## config.mk

```make
export PLATFORM = sky130hd
export DESIGN_NAME = instruction_fetch
export DESIGN_NICKNAME = d
export VERILOG_FILES = /design/src/rtl/instruction_fetch.sv
export SDC_FILE = /design/constraint.sdc
export NUM_CORES = 1
export LEC_CHECK = 0
export ABC_AREA = 1
export CAP_MARGIN = 5
export CORE_MARGIN = 2
export CORE_UTILIZATION = 47
export DETAILED_ROUTE_END_ITERATION = 8
export PLACE_DENSITY_LB_ADDON = 0.12
export SLEW_MARGIN = 20
export SYNTH_ARGS = -nofsm -noshare
export SYNTH_HDL_FRONTEND = slang
export SYNTH_SLANG_ARGS = --single-unit
```

## constraint.sdc

```tcl
create_clock -name clk -period 4.7 [get_ports clk]
set_clock_uncertainty 0.2 [all_clocks]
set_input_delay 0.47 -clock clk [delete_from_list [all_inputs] [get_ports clk]]
set_output_delay 0.47 -clock clk [all_outputs]
set_load 0.05 [all_outputs]
```

## src/rtl/instruction_fetch.sv

```systemverilog
// Fetch stage: owns the PC, drives instruction memory (one-cycle read latency)
// and hands {instr, instr_pc} to decode over a valid/ready handshake.
module instruction_fetch #(
    parameter logic [31:0] RESET_PC   = 32'h0000_1000,
    parameter logic [31:0] IMEM_BASE  = 32'h0000_1000,
    parameter int unsigned IMEM_BYTES = 4096
) (
    input  logic        clk,
    input  logic        rst_n,
    output logic [31:0] imem_address,
    input  logic [31:0] imem_data_out,
    output logic [31:0] instr,
    output logic [31:0] instr_pc,
    output logic        instr_valid,
    input  logic        instr_ready,
    input  logic        redirect_valid,
    input  logic [31:0] redirect_target,
    input  logic        halt_req,
    output logic        halted,
    output logic        fault,
    output logic [31:0] fault_pc,
    output logic [31:0] fetch_count
);

    typedef enum logic [1:0] {
        IDLE = 2'd0,
        RUN  = 2'd1,
        HALT = 2'd2
    } state_t;

    // Window end kept 33 bits wide so a window touching the top of memory cannot wrap.
    localparam logic [32:0] IMEM_LIMIT = {1'b0, IMEM_BASE} + 33'(IMEM_BYTES);

    state_t      state;
    state_t      state_next;
    logic [31:0] fetch_pc;
    logic        rsp_valid;
    logic        fault_next;
    logic [31:0] fault_pc_next;
    logic        pc_bad;
    logic        handshake;

    assign pc_bad = (fetch_pc[1:0] != 2'b00)
                  | (fetch_pc < IMEM_BASE)
                  | ({1'b0, fetch_pc} >= IMEM_LIMIT);

    assign instr       = imem_data_out;
    assign instr_pc    = fetch_pc;
    assign instr_valid = (state == RUN) & rsp_valid & ~redirect_valid & ~pc_bad;
    assign handshake   = instr_valid & instr_ready;
    assign halted      = (state == HALT);

    always_comb begin
        state_next    = state;
        imem_address  = fetch_pc;
        fault_next    = fault;
        fault_pc_next = fault_pc;
        case (state)
            IDLE: begin
                imem_address = RESET_PC;
                state_next   = RUN;
            end
            RUN: begin
                if (redirect_valid) begin
                    imem_address = redirect_target;
                end else if (handshake) begin
                    imem_address = fetch_pc + 32'd4;
                end
                // Redirect outranks everything; a bad PC faults before a halt is honoured.
                if (redirect_valid) begin
                    state_next = RUN;
                end else if (pc_bad && rsp_valid) begin
                    fault_next    = 1'b1;
                    fault_pc_next = fetch_pc;
                    state_next    = HALT;
                end else if (halt_req) begin
                    state_next = HALT;
                end
            end
            HALT: begin
                if (redirect_valid) begin
                    imem_address = redirect_target;
                    state_next   = RUN;
                    fault_next   = 1'b0;
                end
            end
            default: begin
                imem_address = RESET_PC;
                state_next   = IDLE;
            end
        endcase
    end

    // fetch_pc follows the presented address so the returned data always matches it.
    always_ff @(posedge clk or negedge rst_n) begin
        if (!rst_n) begin
            state       <= IDLE;
            fetch_pc    <= RESET_PC;
            rsp_valid   <= 1'b0;
            fault       <= 1'b0;
            fault_pc    <= 32'd0;
            fetch_count <= 32'd0;
        end else begin
            state     <= state_next;
            fetch_pc  <= imem_address;
            rsp_valid <= (state_next != IDLE);
            fault     <= fault_next;
            fault_pc  <= fault_pc_next;
            if (handshake) begin
                fetch_count <= fetch_count + 32'd1;
            end
        end
    end

endmodule
```

==> out/summary.md, run 1 <==
Logic synthesis
• 100 — flip-flop and latch count after synthesis
• 44.32% — share of the synthesized area in the top cell type
• 5590 sq um — area of the mapped netlist
• 0 — count of flip-flops with a built-in enable after synthesis
• 100.0% — fraction of registers with async set or reset after synthesis
• sky130_fd_sc_hd__dfrtp_1 — most used flip-flop cell after synthesis
• 31 — Unique masters post-synth
• sky130_fd_sc_hd__dfrtp_1 (44%), sky130_fd_sc_hd__nand2_1 (12%), sky130_fd_sc_hd__o21ai_0 (7.0%) — cells taking the most area after synthesis
• 0 — Yosys warnings
• sky130_fd_sc_hd__dfrtp_1 — library cell with the largest summed area after synthesis
• 794 — Synth Net Count
• 717 — synthesized instance count
• 44.79% — sequential share of the synthesized area
• 7.797 sq um — Synth Area per Inst

Power and ir drop
• 61.0% — power share of the combinational group
• 2.850 mW — switching component of the power
• 3.414 nW — static leakage
• 718.9 nW/um^2 — power density cells
• 25.2% — Sequential Power Share
• 2.574 mW — design internal power
• 52.55% — switching power as a share of total power
• 13.8% — clock network fraction of design power
• 0.5012 mV — peak supply drop
• 5.424 mW — Power Total

Flow run
• 0 — number of maximum-capacitance constraint violations

Setup path
• 0.72 ns — peak per-stage delay on the critical path
• 9 — maximum fanout count along the critical path
• output port — Crit. End Element
• flop — kind of start point of the critical path
• state[1] — startpoint of the most critical register-to-register path
• fetch_count[14] — terminus of the critical flop-to-flop path
• 3.19 ns — WP data arrival
• sky130_fd_sc_hd__clkdlybuf4s50_1 — cell at the slowest stage of the critical path
• 10 — worst reg2reg path depth
• 4.03 ns — critical path required time
• 1.86 ns — worst reg2reg setup slack
• reg2out — crit path kind
• inv_1 > ha_1 > nand2_1 > nor2_2 > inv_1 > nor2_2 > nand2_2 > inv_2 > nand3_1 > o211ai_1 > nand2_1 > clkdlybuf4s50_1 — series of cell instances along the critical path

Detailed routing
• 5165 — total via count after detailed routing
• 0 — Detail Route Antenna Nets
• 14 — number of remaining DRC errors
• 16.21 microns — DR WL/cell
• 421 — DRC violation total after the first TritonRoute iteration
• 5.233 — detailed-route vias per instance
• 9 — DR pass1 iterations
• 16.00 mm — detailed-route wire length

Clock network
• 0 — hold bufs inserted after CTS
• 2 — maximum clock insertion buffer count
• 0.35 ns — Clock Latency Late Sink
• 3 — number of H-tree levels
• sky130_fd_sc_hd__clkbuf_16 — CTS root buffer
• built — TritonCTS clock tree
• 0 — buffers inserted by post-CTS timing repair
• 0.07 ns — clock slew seen by the registers of the worst setup and hold paths
• 100 — number of sinks driven by the clock tree
• 9 — number of clock buffers inserted by TritonCTS
• 0 — post-cts repair resize count

Layout
• 34.98% — Syn-to-layout area delta
• 989 — count of fill cells added during filler insertion
• 0 — number of antenna repair diodes
• 917 — NumNets Final
• sky130_fd_sc_hd__nand2_1 (183), sky130_fd_sc_hd__clkdlybuf4s50_1 (137), sky130_fd_sc_hd__dfrtp_1 (99) — commonest cells after routing, fill and taps aside
• sky130_fd_sc_hd__nand2_1 — commonest non-fill, non-tap cell in the layout
• 7546 sq um — final standard cell area without fillers
• 8.294% — fraction of layout cells with a size suffix above 1

Floorplanning
• 113.1 microns — Die Wd
• 11520 sq um — core region area
• 48.54% — effective utilization at floorplan
• 113.1 microns — y dimension of the die
• 39 — number of rows created at floorplan
• 232 — I/O Pins
• 12780 sq um — die area

STA
• 3.863 ns — final critical-path required period
• no — unrepaired setup endpoints after global routing
• 0 — final setup violation count
• 258.9 MHz — highest achievable clock rate
• 0 — endpoints failing hold
• 0.8374 ns — final worst-path setup slack
• 35.17% — worst max-slew margin expressed relative to the limit
• 0 ns — final-layout setup total negative slack
• 82.18% — post-route clock period utilization
• 0.9652 ns — Slew @ Worst Pin
• 0 — number of max-slew violations in the final report

Worst hold path
• in2async — worst min-delay path category

Global routing
• 0 — initial antenna violation count
• 0 — total overflow reported by the global router
• 66 — maximum number of pins on one net before global-route repair
• 26.48 mm — wire length of the first global-routing pass
• 26.11% — overall global routing resource usage
• 5120 — number of global-route vias before repair

Placed design
• 167 — port bufs
• 7249 sq um — total placed instance area
• 0.9105 — GP Congestion
• 1.211 ns — dpl ws
• 11.96 mm — detailed placer's ending HPWL

Status
• complete, but fails checks — run status
• DRC — violated checks

worst max-delay path, delay by kind of cell (launching register included):
family          cells  cell delay, ns
simple gates        6            0.82
fa+ha+maj           1            0.27
buf+inv             4            1.12
compound gates      1            0.19
flops               1            0.43
per-stage QoR:
| stage | util (%) | std cells | hold WS [ns] |
|---|---|---|---|
| after CTS | 65.48 | 987 | 0.04142 |
| after floorplan | - | 717 | -0.02559 |
| after detailed placement | 62.95 | 972 | 0.2726 |
| after global routing | 65.53 | 987 | 0.08497 |
| after global placement | 62.95 | 972 | 0.2645 |
| final | 65.53 | 987 | 0.004970 |
registers in the layout (all words and copies together), names as in the netlist:
| register | cells |
|---|---|
| instr_pc | 32 |
| rsp_valid | 1 |
| state | 2 |
| fault | 1 |
| fault_pc | 32 |
| fetch_count | 32 |
logic make-up (layout without fill, tap and decap cells):
group                      after synthesis  after routing  share of synthesized area [%]
AOI/OAI and AO/OA                      129            129                          12.56
adders and majority gates                8              8                          1.791
buffers and inverters                  147            274                          12.44
xor gates and xnor gates                30             30                          4.700
DFF                                    100            100                          44.79
and+or+nand+nor                        303            303                          23.72
how the worst max path moves through the flow:
stage	start	to	slack [ns]	depth (start not counted)
after global placement	redirect_valid	imem_address[12]	1.27	10
after CTS	state[1]	imem_address[12]	0.93	12
final	state[1]	imem_address[12]	0.84	12
after floorplan	state[0]	imem_address[16]	1.03	6
after detailed placement	redirect_valid	imem_address[12]	1.21	10
after global routing	state[1]	imem_address[12]	0.61	12
metal layers:
layer | GRT usage, % | wire length [microns] | part of all wire, % | up-vias
met5 | 0 | 0 | 0 | -
met4 | 9.593 | 317 | 2.0 | 0
met3 | 3.910 | 980 | 6.1 | 28
met2 | 42.75 | 7701 | 48 | 197
met1 | 35.39 | 6996 | 44 | 2402
li1 | - | - | - | 2538
layout make-up:
type / instances / area, sq um / area share [%]
Tap cell: 143 / 178.9 / 2.371
Clock inverter: 4 / 48.80 / 0.6467
Timing Repair Buffer: 172 / 1847 / 24.47
Inverter: 87 / 326.6 / 4.328
Sequential cell: 100 / 2504 / 33.18
Multi-Input combinational cell: 470 / 2399 / 31.79
Clock buffer: 11 / 242.7 / 3.217
power groups by stage:
stage                     clock network, mW  registers [mW]  logic (mW)
after floorplan                           0            2.25        1.29
after detailed placement                  0            1.38        3.30
final                                 0.748            1.37        3.31
after global placement                    0            1.37        3.27
after global routing                  0.810            1.41        3.50
after CTS                             0.763            1.37        3.32
Yosys cell counts, drive strengths merged, types with 8 or more instances:
| master | n |
|---|---|
| nand2 | 186 |
| ha | 8 |
| dfrtp | 99 |
| nand4 | 19 |
| nor3 | 15 |
| clkbuf | 21 |
| o21ai | 78 |
| xor2 | 20 |
| buf | 39 |
| a211oi | 17 |
| inv | 85 |
| a21oi | 29 |
| nand3 | 30 |
| nor2 | 46 |
| xnor2 | 10 |
(Power assumes the default switching activity.)
==> inputs of run 2 (changes only) <==
Settings changed: CORE_UTILIZATION 47 to 39.
Clock period 4.7 ns to 3.3 ns, I/O delays scaled along.
==> out/summary.md, run 2 (synthesis results as in run 1) <==
Setup path
• 2.77 ns — critical path required time
• reg2out — crit path kind
• flop — kind of start point of the critical path
• simple AND/OR/NAND/NOR gates — cell family contributing the most delay on the critical path
• 3 — crit path buf inv count
• inv_1 > ha_2 > nand2_1 > nor2_2 > inv_1 > nor2_4 > nand2_4 > nor2_1 > nand2_1 > nand3_1 > nand2_1 > a21oi_2 > buf_12 — series of cell instances along the critical path
• 9 — maximum fanout count along the critical path
• sky130_fd_sc_hd__dfrtp_1 — cell at the slowest stage of the critical path
• 0.44 ns — peak per-stage delay on the critical path
• output port — Crit. End Element
• 2.60 ns — WP data arrival
• sky130_fd_sc_hd__nand2_1 — Most common cell on crit path

Worst hold path
• reg2reg — worst min-delay path category

Clock network
• built — TritonCTS clock tree
• 2 — maximum clock insertion buffer count
• 100 — number of sinks driven by the clock tree
• sky130_fd_sc_hd__clkbuf_16 — CTS root buffer
• 0.35 ns — Clock Latency Late Sink
• 0.06 ns — clock slew seen by the registers of the worst setup and hold paths
• 3 — number of H-tree levels
• 9 — number of clock buffers inserted by TritonCTS

Detailed routing
• 404 — DRC violation total after the first TritonRoute iteration
• 5.024 — detailed-route vias per instance
• 0 — number of remaining DRC errors
• 0 — Detail Route Antenna Nets
• 16.09 microns — DR WL/cell
• 5185 — total via count after detailed routing
• 16.60 mm — detailed-route wire length
• 5 — DR pass1 iterations

STA
• 0.2856 ns — WHS
• 0 — number of max-slew violations in the final report
• 319.7 MHz — highest achievable clock rate
• 94.78% — post-route clock period utilization
• no — unrepaired setup endpoints after global routing
• 0 — final setup violation count
• 0 ns — final-layout setup total negative slack
• 3.128 ns — final critical-path required period
• 0 — endpoints failing hold
• 45.91% — worst max-slew margin expressed relative to the limit
• 0.8113 ns — Slew @ Worst Pin

Floorplanning
• 123.7 microns — y dimension of the die
• 43 — number of rows created at floorplan
• 15310 sq um — die area
• 13930 sq um — core region area
• 232 — I/O Pins
• 123.7 microns — Die Wd
• 40.12% — effective utilization at floorplan

Global routing
• 22.43% — overall global routing resource usage
• 0 — initial antenna violation count
• 26.48 mm — wire length of the first global-routing pass
• 0 — total overflow reported by the global router
• 5068 — number of global-route vias before repair
• 88 — maximum number of pins on one net before global-route repair

Power and ir drop
• 0.7246 mV — peak supply drop
• 8.021 mW — Power Total
• 1016 nW/um^2 — power density cells
• 3.510 nW — static leakage

Layout
• 41.18% — Syn-to-layout area delta
• 925 — NumNets Final
• sky130_fd_sc_hd__nand2_1 (183), sky130_fd_sc_hd__clkdlybuf4s50_1 (133), sky130_fd_sc_hd__dfrtp_1 (99) — commonest cells after routing, fill and taps aside
• 0 — number of antenna repair diodes
• 10.56% — fraction of layout cells with a size suffix above 1
• sky130_fd_sc_hd__nand2_1 — commonest non-fill, non-tap cell in the layout

Placed design
• 0.8938 — GP Congestion
• 167 — port bufs
• 12.50 mm — detailed placer's ending HPWL

Flow run
• 0 — number of maximum-capacitance constraint violations

Status
• finished clean — run status

==> run 2: final cells by class <==
type                       instances  area, sq um
tap                              180        225.2
fill                            1259         6042
sequential                       100         2504
inverter                          87        332.8
clock inverter                     2        35.03
multi-input combinational        470         2442
timing repair buffer             180         2103
clock buffer                      13        250.2
==> run 2: path summary, 6_finish.rpt <==
check	start	end	slack [ns]	depth (start not counted)
setup reg to reg	state[1]	fetch_count[14]	0.76	11
hold reg to reg	fault_pc[9]	fault_pc[9]	0.29	2
setup / recovery	state[1]	imem_address[13]	0.17	13
max in group asynchronous	rst_n	fetch_count[1]	1.79	3
min in group asynchronous	rst_n	fault_pc[25]	0.44	2
hold / removal	fault_pc[9]	fault_pc[9]	0.29	2
==> run 2: what timing repair did <==
action	CTS	global route
hold buffers	1	0
buffers inserted	0	0
cloned	0	0
endpoints found under the setup margin	3	28
gates resized for setup	1	7
endpoints found under the hold margin	84	0
==> run 2: where the power goes <==
part | internal [mW] | leakage [nW] | switching (mW)
combinational | 1.65 | 2.04 | 3.34
clock | 0.605 | 0.140 | 0.458
sequential | 1.61 | 1.33 | 0.354
==> run 2: per-layer routing <==
layer | wire, microns | vias to the layer above | track usage [%] | part of all wire, %
met3 | 1078 | 34 | 4.258 | 6.5
met4 | 342 | 0 | 8.026 | 2.1
li1 | - | 2551 | - | -
met2 | 7790 | 193 | 35.27 | 47
met1 | 7390 | 2407 | 30.88 | 45
met5 | 0 | - | 0 | 0
==> run 2: through the flow <==
step	instances	area (sq um)	util (%)	setup WS [ns]
floorplan	717	5615	-	-0.1592
detailed placement	1016	7567	54.31	0.3470
global placement	1016	7564	54.28	0.4418
CTS	1032	7865	56.44	0.003327
global route	1032	7893	56.64	0.001152
finish	1032	7893	56.64	0.1723
==> run 2: worst min-delay path, stage by stage (launching register included) <==
cell	delay [ns]
sky130_fd_sc_hd__dfrtp_1	0.34
sky130_fd_sc_hd__nand2_1	0.06
sky130_fd_sc_hd__o21ai_0	0.06
==> RTL change 1, RTL diff (config.mk and constraints of run 2) <==
Encoding of `state_t`: now one-hot (3 bits for 3 states).
--- a/src/rtl/instruction_fetch.sv
+++ b/src/rtl/instruction_fetch.sv
@@ -24,6 +24,6 @@
 
-    typedef enum logic [1:0] {
-        IDLE = 2'd0,
-        RUN  = 2'd1,
-        HALT = 2'd2
+    typedef enum logic [2:0] {
+        IDLE = 3'b001,
+        RUN  = 3'b010,
+        HALT = 3'b100
     } state_t;
Formal check against the unedited RTL: same outputs for any inputs over 4 cycles, from zero or initial values and one cycle with rst_n low; so few cycles prove little.
==> RTL change 1 against run 2 <==
Routed wire length decreased by 3.5%; power decreased by 23%; synthesized cell count decreased by 4.3%; clock power increased by 8%; maximum frequency increased by 2.4%; first-iteration DRC count increased by 7.4%; setup slack improved by 0.072 ns; synthesized area decreased by 1.7%; via count decreased by 2.5%; final area decreased by 1.7%; non-clock buffer count decreased by 4; largest power group unchanged; sequential cell count increased by 1.
==> RTL change 1: results (changes against run 2) <==
cts_max_level: 3  # unchanged
cts_buffer_depth: 2  # unchanged
worst_pin_slew_ns: 0.8255  # +0.01415 ns
yosysUniqueCellTypes: 36  # +16%
cts_made_buffers: 9  # unchanged
num_vias: 5053  # -2.5%
outcome: "finished, final reports clean"
drive_gt1_share_pct: 10.49  # -0.076 points
syn_nets: 758  # -4.5%
grtUsageMet3_pct: 6.691  # +2.4 points
grt_pass1_vias: 4920  # -2.9%
antenna_cells: 0  # unchanged
hold_class: "reg -> reg"
first_iter_violations: 434  # +7.4%
ys_seq_area_share_pct: 46.05  # +1.3 points
place.gp.congestion: 0.8897  # -0.46%
port_buffers: 167  # unchanged
leakage_nw: 3.459  # -1.5%
cp_max_fo: 22  # +13
placed_area_um2: 7417  # -2.0%
grt_max_degree: 74  # -16%
gr-usage-met2_pct: 35.32  # +0.057 points
vdd_drop_max_uv: 450.7  # -38%
slowest_stage: "inv_1"
nets: 887  # -4.1%
pre_cts_ws_ns: 0.3434  # -0.003577 ns
critPathTopFamily: "buffers and inverters"
critPathArrivalTime_ns: 2.53  # -0.07 ns
grt_util_met1_pct: 27.42  # -3.5 points
synthTopCellsByCount: "158 x nand2_1, 99 x dfrtp_1, 93 x nor2_1, 63 x inv_1, 42 x nand3_1"
grtUsageTotal_pct: 21.71  # -0.71 points
drtPass1Iterations: 6  # +1
fillers: 1254  # -0.40%
yosys_warnings: 0  # unchanged
place_hpwl_um: 12000  # -4.1%
grt_pass1_wl_um: 25280  # -4.5%
totalWireLength_um: 16030  # -3.5%
synth_area_leaders: "dfrtp_1 45%, nand2_1 11%, nor2_1 6.4%, buf_4 4.5%, inv_1 4.3%"
## RTL change 1: cell families after synthesis
logic type	Yosys count	synth area share [%]
DFF	101	46.05
and+or+nand+nor	353	29.13
AOI/OAI and AO/OA	75	8.221
xor gates and xnor gates	30	4.782
buffers and inverters	124	11.14
adders and majority gates	3	0.6833
## RTL change 1: path summary, 6_finish.rpt
path	start	cells past startpoint	slack [ns]	endpoint
max	state[1]	6	0.24	imem_address[0]
min	fault_pc[13]	2	0.28	fault_pc[13]
max reg2reg	instr_pc[23]	9	0.90	fetch_count[17]
min reg2reg	fault_pc[13]	2	0.28	fault_pc[13]
max in group asynchronous	rst_n	3	1.79	fetch_count[25]
min in group asynchronous	rst_n	2	0.42	fault_pc[18]
## RTL change 1: tightest hold or removal path: cells and delay by family, from the launching register on
family	cells	cell delay, ns
flops	1	0.34
compound gates	1	0.05
simple gates	1	0.05
## RTL change 1: layout make-up
| type | instances | area [um2] | share of cell area, % |
|---|---|---|---|
| clock inverter | 6 | 86.33 | 1.113 |
| sequential | 101 | 2530 | 32.60 |
| tap | 180 | 225.2 | 2.902 |
| clock buffer | 10 | 239.0 | 3.080 |
| timing repair buffer | 176 | 2069 | 26.67 |
| inverter | 66 | 247.7 | 3.193 |
| multi-input combinational | 461 | 2362 | 30.44 |
## RTL change 1: power by group
part / switching (W) / total (W) / leakage (nW) / internal [W]
combinational: 0.00219 / 0.00328 / 1.93 / 0.00109
clock: 0.000470 / 0.00115 / 0.158 / 0.000684
sequential: 0.000227 / 0.00177 / 1.37 / 0.00154
## RTL change 1: routing by layer
metal | vias to the layer above | part of all wire (%)
li1 | 2458 | -
met1 | 2405 | 42
met2 | 162 | 50
met3 | 28 | 6.6
met4 | 0 | 1.7
met5 | - | 0
## RTL change 1: per-stage QoR
step / std cells / total power (W)
3_5_place_dp: 983 / 0.005074
4_1_cts: 1000 / 0.006264
5_1_grt: 1000 / 0.006515
2_1_floorplan: 686 / 0.003872
3_3_place_gp: 983 / 0.005043
6_report: 1000 / 0.006201
## RTL change 1: what timing repair did
action / in CTS / in global routing
gates resized for setup: 0 / 1
setup endpoints to repair: 0 / 6
hold buffers: 1 / 0
buffers inserted: 0 / 0
hold endpoints to repair: 56 / 0
==> RTL change 2, RTL diff (config.mk and constraints of run 2) <==
Made on the original files. The parameter `RESET_PC` goes from 32'h0000_1000 to 32'h00000C00.
--- a/src/rtl/instruction_fetch.sv
+++ b/src/rtl/instruction_fetch.sv
@@ -3,3 +3,3 @@
 module instruction_fetch #(
-    parameter logic [31:0] RESET_PC   = 32'h0000_1000,
+    parameter logic [31:0] RESET_PC   = 32'h00000C00,
     parameter logic [31:0] IMEM_BASE  = 32'h0000_1000,
Function: changed (a bounded check fails within 4 cycles, from zero or initial values and one cycle with rst_n low).
==> RTL change 2 against run 2 <==
Sequential cell count unchanged; combinational power decreased by 9.8%; power decreased by 9.3%; final cell count decreased by 1.3%; synthesized area increased by 0.76%; final area decreased by 0.82%; count of clock-buffer cells in the layout decreased by 2; largest power group unchanged; sequential share of layout area increased by 0.28 points; setup slack improved by 0.0024 ns; routed wire length increased by 1.9%.
==> RTL change 2: results (changes against run 2) <==
reg2reg_depth: 12  # +1
totalWireLength_um: 16920  # +1.9%
critPathArrivalTime_ns: 2.60  # about the same
r2r-end: "instr_pc[6]"
viasPerCell: 5.187  # +3.2%
synthTopCellsByCount: "163 x nand2_1, 98 x dfrtp_1, 77 x inv_1, 76 x o21ai_0, 34 x buf_4"
slowest_stage: "dfrtp_1"
drive_gt1_share_pct: 12.63  # +2.1 points
wire_per_inst_um: 16.60  # +3.2%
multi_input_area_um2: 2501  # +2.4%
syn_to_final_growth_pct: 38.96
rrSetupSlack_ns: 0.93  # +0.17 ns
grtUsageTotal_pct: 22.55  # +0.13 points
place.gp.congestion: 0.9233  # +3.3%
crit_start: "state[1]"
vdd_drop_max_uv: 1161  # +60%
grt_pass1_wl_um: 26490  # about the same
first_iter_violations: 361  # -11%
placed_area_um2: 7552  # -0.20%
hold_slack_ns: 0.2824  # -0.003104 ns
fillers: 1329  # +5.6%
layout.nonclk_buf_share_pct: 25.90  # -0.75 points
num-multi-input-gates: 460  # -2.1%
post-place-cells: 1004  # -1.2%
clock_cell_area_share_pct: 3.293  # -0.32 points
critPathTopFamily: "simple AND/OR/NAND/NOR gates"
clock_buffers: 11  # -2
worstHoldStart: "fault_pc[31]"
place_hpwl_um: 12730  # +1.8%
leakage_nw: 3.467  # -1.2%
crit_path_end: "imem_address[6]"
cp_max_fo: 6  # -3
syn_nets: 776  # -2.3%
seq_cells: 100  # unchanged
drtPass1Iterations: 5  # unchanged
grt_pass1_vias: 5099  # +0.61%
synth_area_leaders: "dfrtp_1 44%, nand2_1 11%, o21ai_0 6.8%, inv_1 5.1%, buf_4 4.5%"
n_all_inverters: 83  # -4.6%
ys_seq_area_share_pct: 44.47  # -0.32 points
pre_cts_ws_ns: 0.4503  # +0.1034 ns
register_area_um2: 2505  # about the same
port_buffers: 167  # unchanged
nonClockBufferCount: 182  # +1.1%
worst_pin_slew_ns: 0.9648  # +0.1535 ns
grt_max_degree: 74  # -16%
syn_inst: 699  # -2.5%
outcome: "finished, final reports clean"
nets: 913  # -1.3%
hold_end: "fault_pc[31]"
yosysUniqueCellTypes: 36  # +16%
==> RTL change 2: where the power goes <==
group          total [W]  switching (W)  leakage, nW  internal (W)
clock           0.000961       0.000441        0.131      0.000520
sequential       0.00181       0.000285         1.31       0.00153
combinational    0.00450        0.00302         2.02       0.00148
total            0.00727        0.00374         3.47       0.00353
==> RTL change 2: kinds of logic after synthesis <==
group	synth area share [%]
flops	44.47
buf+inv	11.66
simple gates	24.99
xor+xnor	4.665
compound gates	12.44
fa+ha+maj	1.777
==> RTL change 2: layer usage <==
| layer | wire length (um) | up-vias | GRT usage (%) |
|---|---|---|---|
| li1 | - | 2524 | - |
| met1 | 7324 | 2536 | 29.25 |
| met2 | 8330 | 194 | 37.64 |
| met3 | 1059 | 32 | 5.632 |
| met4 | 206 | 0 | 5.899 |
| met5 | 0 | - | 0 |
==> RTL change 2: what timing repair did <==
action | in CTS | in global routing
setup endpoints to repair | 0 | 6
resized for setup | 0 | 2
hold endpoints to repair | 70 | 0
hold buffers | 1 | 0
buffers inserted | 0 | 0
